$ cat src/rtl/axi4_lite_rd_arbiter.sv
// Two-requester to one-completer AXI4-Lite read arbiter.
// Requests are granted round-robin and issued downstream one at a time through a
// registered AR stage. A 1-bit tag FIFO remembers which requester owns each
// outstanding read, so every R beat is steered back to the requester that issued
// the matching AR.
module axi4_lite_rd_arbiter #(
    parameter int A = 32,
    parameter int N = 4,
    parameter int D = 4
) (
    input  logic             aclk,
    input  logic             areset,

    input  logic [A-1:0]     s0_araddr,
    input  logic             s0_arvalid,
    output logic             s0_arready,
    output logic [8*N-1:0]   s0_rdata,
    output logic [1:0]       s0_rresp,
    output logic             s0_rvalid,
    input  logic             s0_rready,

    input  logic [A-1:0]     s1_araddr,
    input  logic             s1_arvalid,
    output logic             s1_arready,
    output logic [8*N-1:0]   s1_rdata,
    output logic [1:0]       s1_rresp,
    output logic             s1_rvalid,
    input  logic             s1_rready,

    output logic [A-1:0]     m_araddr,
    output logic             m_arvalid,
    input  logic             m_arready,
    input  logic [8*N-1:0]   m_rdata,
    input  logic [1:0]       m_rresp,
    input  logic             m_rvalid,
    output logic             m_rready,

    output logic             busy
);

    localparam int PW = $clog2(D);
    localparam int CW = PW + 1;
    localparam logic [CW-1:0] D_CNT = CW'(D);

    typedef enum logic {
        IDLE  = 1'b0,
        ISSUE = 1'b1
    } state_t;

    state_t            state_reg, state_next;
    logic [CW-1:0]     cnt_reg, cnt_next;
    logic [PW-1:0]     wr_ptr_reg, rd_ptr_reg;
    logic [D-1:0]      tag_reg;
    logic [D-1:0]      tag_we;
    logic              last_grant_reg, last_grant_next;
    logic [A-1:0]      m_araddr_reg, m_araddr_next;
    logic              m_arvalid_reg, m_arvalid_next;

    logic              grant_sel;
    logic              push;
    logic              pop;
    logic              fifo_empty;
    logic              head;

    assign fifo_empty = (cnt_reg == '0);
    assign head       = tag_reg[rd_ptr_reg];
    assign pop        = m_rvalid & m_rready;

    // AR arbitration and issue: grant decision, requester ready and next AR stage
    always_comb begin
        state_next      = state_reg;
        m_araddr_next   = m_araddr_reg;
        m_arvalid_next  = m_arvalid_reg;
        last_grant_next = last_grant_reg;
        push            = 1'b0;
        s0_arready      = 1'b0;
        s1_arready      = 1'b0;
        // On a tie the requester that did not win last time goes next.
        if (s0_arvalid && s1_arvalid) begin
            grant_sel = ~last_grant_reg;
        end else begin
            grant_sel = s1_arvalid;
        end
        case (state_reg)
            IDLE: begin
                // The registered count gates the grant, so a same-cycle pop does
                // not open a slot until the following cycle.
                if (!areset && (s0_arvalid || s1_arvalid) && (cnt_reg < D_CNT)) begin
                    push            = 1'b1;
                    s0_arready      = ~grant_sel;
                    s1_arready      = grant_sel;
                    m_araddr_next   = grant_sel ? s1_araddr : s0_araddr;
                    m_arvalid_next  = 1'b1;
                    last_grant_next = grant_sel;
                    state_next      = ISSUE;
                end
            end
            ISSUE: begin
                if (m_arready) begin
                    m_arvalid_next = 1'b0;
                    state_next     = IDLE;
                end
            end
            default: begin
                state_next = IDLE;
            end
        endcase
    end

    // Outstanding-read count: push on grant, pop on accepted R beat
    always_comb begin
        cnt_next = cnt_reg;
        case ({push, pop})
            2'b10:   cnt_next = cnt_reg + CW'(1);
            2'b01:   cnt_next = cnt_reg - CW'(1);
            default: cnt_next = cnt_reg;
        endcase
    end

    // Per-entry write enables for the tag FIFO
    generate
        for (genvar gi = 0; gi < D; gi++) begin : g_tag_we
            assign tag_we[gi] = push && (wr_ptr_reg == PW'(gi));
        end
    endgenerate

    // State, AR output stage, round-robin pointer and outstanding count
    always_ff @(posedge aclk or posedge areset) begin
        if (areset) begin
            state_reg      <= IDLE;
            m_araddr_reg   <= '0;
            m_arvalid_reg  <= 1'b0;
            last_grant_reg <= 1'b1;
            cnt_reg        <= '0;
        end else begin
            state_reg      <= state_next;
            m_araddr_reg   <= m_araddr_next;
            m_arvalid_reg  <= m_arvalid_next;
            last_grant_reg <= last_grant_next;
            cnt_reg        <= cnt_next;
        end
    end

    // Tag FIFO storage and wrapping read/write pointers
    always_ff @(posedge aclk or posedge areset) begin
        if (areset) begin
            tag_reg    <= '0;
            wr_ptr_reg <= '0;
            rd_ptr_reg <= '0;
        end else begin
            for (int i = 0; i < D; i++) begin
                if (tag_we[i]) begin
                    tag_reg[i] <= grant_sel;
                end
            end
            if (push) begin
                wr_ptr_reg <= wr_ptr_reg + PW'(1);
            end
            if (pop) begin
                rd_ptr_reg <= rd_ptr_reg + PW'(1);
            end
        end
    end

    assign m_araddr  = m_araddr_reg;
    assign m_arvalid = m_arvalid_reg;

    // R steering: only the FIFO head's requester sees rvalid; data fans out to both
    assign s0_rvalid = m_rvalid & ~fifo_empty & ~head;
    assign s1_rvalid = m_rvalid & ~fifo_empty &  head;
    assign m_rready  = ~fifo_empty & (head ? s1_rready : s0_rready);
    assign s0_rdata  = m_rdata;
    assign s1_rdata  = m_rdata;
    assign s0_rresp  = m_rresp;
    assign s1_rresp  = m_rresp;

    assign busy = ~fifo_empty | (state_reg == ISSUE);

endmodule
$ cat config.mk
export PLATFORM = sky130hd
export DESIGN_NAME = axi4_lite_rd_arbiter
export DESIGN_NICKNAME = d
export VERILOG_FILES = /design/src/rtl/axi4_lite_rd_arbiter.sv
export SDC_FILE = /design/constraint.sdc
export NUM_CORES = 1
export LEC_CHECK = 0
export ABC_AREA = 1
export CAP_MARGIN = 20
export CORE_MARGIN = 2
export CORE_UTILIZATION = 34
export DETAILED_ROUTE_END_ITERATION = 16
export GPL_TIMING_DRIVEN = 0
export PLACE_DENSITY = 0.82
export SLEW_MARGIN = 20
export SYNTH_ARGS = -nofsm -noshare
export SYNTH_HDL_FRONTEND = slang
export SYNTH_SLANG_ARGS = --single-unit
$ cat constraint.sdc
create_clock -name aclk -period 2.2 [get_ports aclk]
set_input_delay 0.33 -clock aclk [delete_from_list [all_inputs] [get_ports aclk]]
set_output_delay 0.33 -clock aclk [all_outputs]
set_load 0.01 [all_outputs]
==> results.md <==
- Via Count: 2766
- Tmin final: 2.166 ns
- Yosys cell types: 21
- Antenna cells: 0
- Max reg flops: 32
- Slew Viols, Final: 0
- Syn_nets: 447
- Static Leak: 0.002276 uW
- DR iter-0 viols: 75
- Core Footprint: 7767 sq um
- Initial antenna violation count: 0
- Fmax: 461.6 MHz
- Most common cell after layout, fill and taps aside: clkdlybuf4s50_1
- Initial core utilization: 0.3529
- Required @ worst endpoint: 1.87 ns
- Post-Place Cells: 616
- Largest net degree at the start of global routing: 25
- WS Path Type: input port to output port
- Fin area: 4846 sq um
- Total wire length: 8.183 mm
- Post-CTS Hold Buffers: 0
- Power Dens Cells: 909.4 nW/um^2
- CTS clk-pin slew, worst paths: 0.08 ns
- Row count: 32
- Mean Syn Cell Area: 8.183 sq um
- PortBufs: 178
- Slew margin rel.: 0.6293
- Largest area contributor in the netlist: dfrtp_1
- Startpoint Class: input port
- Die ar.: 8798 sq um
- Status: completed
- Power share of the combinational group: 0.539
- Seq/Total Area, Yosys: 0.4204
- Avg WL per Cell: 12.99 um
- Hpwl dp: 6.499 mm
- Detail Route Antenna Nets: 0
- Setup repair after global routing missed its margin: yes
- Clock Sinks: 46
- Post-route insts no fill: 630
- DP Area: 4678 sq um
- Worst-margin pin slew: 0.5553 ns
- Synthesis-to-finish area growth: 76.77%
- Final period util: 0.9846
- First-pass GRT wire length: 12.32 mm
- Die X: 93.80 um
- Final setup fails: 0
- Clk pwr share: 0.121
- Internal power: 2805 uW
- Total grt overflow: 0
- CP arrival: 1.84 ns
- Worst R2R Setup Slack: 0.08 ns
- RR Startpoint: rd_ptr_reg[0]$_DFFE_PP0P_
- Worst-Skew Late Latency: 0.30 ns
- Max Buffers Root-to-Sink: 2
- CTS Buf Count: 5
- Net Switching: 1602 uW
- CTS Root Cell: clkbuf_8
- Crit-path max FO: 4
- Total GRT Usage: 0.1767
- Initial DRT Pass Iterations: 4
- R2R depth: 13
- Worst hold path type: input port to async pin
- Fraction of layout cells with a size suffix above 1: 0.2140
- CP endpoint kind: output port
- Yosys top cell area share: 0.4108
- Sw frac: 0.3635
- DIE HEIGHT: 93.80 um
- #FFs+latches synth: 46
- Vias in the first global route: 2717
- Via-per-instance ratio: 4.390
- CTS tree: built
- Top post-synthesis cells by area: dfrtp_1 (41%), buf_4 (19%), nand2_1 (16%), nand3_1 (7.1%), inv_1 (2.6%)
- Seq pwr share: 0.340
- Final net count: 639
- Synth Cell Area: 2741 sq um
- Max Clock Skew: 0.004953 ns
- H-tree level count: 2
- Peak VDD IR: 0.0004772 V
- MaxCap Viol Count: 0
- DR DRC count: 0
- Final Hold Viols: 0
- Gpl congestion: 0.7844
- Filler cells: 680
- Yosys warnings: 0
- Commonest cells after routing, fill and taps aside: clkdlybuf4s50_1 (175), nand2_1 (116), buf_4 (78), dfrtp_1 (45), nand3_1 (35)
- Post-Syn Instances: 335
- FF-to-FF End: cnt_reg[2]$_DFFE_PP0P_
- Hold slack: 0.4596 ns
- Ports: 213
==> stage by stage <==
stage	TNS (ns)	total power (uW)	worst slack, ns	util
floorplan	0	2597	0.2147	-
global placement	-11.15	3674	-0.2599	0.5987
detailed placement	-0.9757	3777	-0.3257	0.6023
CTS	0	4395	0.01082	0.6210
global route	-0.08358	4732	-0.06025	0.6239
finish	0	4407	0.03384	0.6239
==> critical path, stage by stage <==
cell	delay, ns
clkdlybuf4s50_1	0.46
inv_1	0.05
nor2_2	0.20
inv_1	0.11
a21oi_1	0.14
clkdlybuf4s50_1	0.56
==> cells by family (layout without fill, tap and decap cells) <==
logic type / Yosys count / in the layout / synth area share
AOI/OAI and AO/OA: 12 / 12 / 0.02282
and+or+nand+nor: 170 / 170 / 0.2670
xor gates and xnor gates: 4 / 4 / 0.01278
DFF: 46 / 46 / 0.4204
buffers and inverters: 97 / 290 / 0.2469
adders and majority gates: 6 / 6 / 0.03012
==> Yosys cell counts <==
cell type	number
o21ai_0	9
buf_6	6
dfrtp_1	45
nand2_2	5
a21oi_1	2
nor3_1	1
fa_1	1
buf_4	71
buf_2	1
nand2_1	117
a22oi_1	1
nand3_4	1
ha_1	5
nor2_1	4
dfstp_2	1
nor2_2	1
nor2_4	2
nand3_1	39
xnor2_1	1
inv_1	19
xor2_1	3
==> how the worst max path moves through the flow <==
stage | start | end | slack [ns] | cells after the start
final | m_rvalid | s0_rvalid | 0.03 | 6
after floorplan | rd_ptr_reg[0]$_DFFE_PP0P_ | cnt_reg[2]$_DFFE_PP0P_ | 0.21 | 13
after global routing | rd_ptr_reg[0]$_DFFE_PP0P_ | cnt_reg[2]$_DFFE_PP0P_ | -0.06 | 13
after detailed placement | s1_arvalid | cnt_reg[2]$_DFFE_PP0P_ | -0.33 | 11
after global placement | s1_arvalid | cnt_reg[2]$_DFFE_PP0P_ | -0.26 | 11
after CTS | m_rvalid | s0_rvalid | 0.01 | 6
==> power groups by stage <==
stage | logic (uW) | clock network, uW | registers (uW)
2_1_floorplan | 1000 | 0 | 1600
3_3_place_gp | 2190 | 0 | 1480
6_report | 2380 | 534 | 1500
3_5_place_dp | 2280 | 0 | 1500
5_1_grt | 2610 | 576 | 1550
4_1_cts | 2350 | 551 | 1490
==> per-layer routing <==
layer,vias to the layer above,global-route usage,wire [um]
met5,-,0,0
met4,0,0.05676,128
met3,13,0.04896,688
met2,128,0.3286,4302
met1,1274,0.1923,3063
li1,1351,-,-
==> final cells by class <==
| type | instances | area, sq um | area share |
|---|---|---|---|
| tap | 102 | 127.6 | 0.02634 |
| timing repair buffer | 185 | 1851 | 0.3819 |
| multi-input combinational | 192 | 944.7 | 0.1949 |
| clock inverter | 1 | 5.005 | 0.001033 |
| clock buffer | 7 | 86.33 | 0.01782 |
| inverter | 19 | 71.32 | 0.01472 |
| buffer | 78 | 608.1 | 0.1255 |
| sequential | 46 | 1152 | 0.2378 |
==> what timing repair did <==
item                       4_1_cts  5_1_grt
pin swaps                        2        1
setup endpoints to repair        4        3
setup buffers                    5        1
resized for setup                8        7
Power figures use the tool's default switching activity.
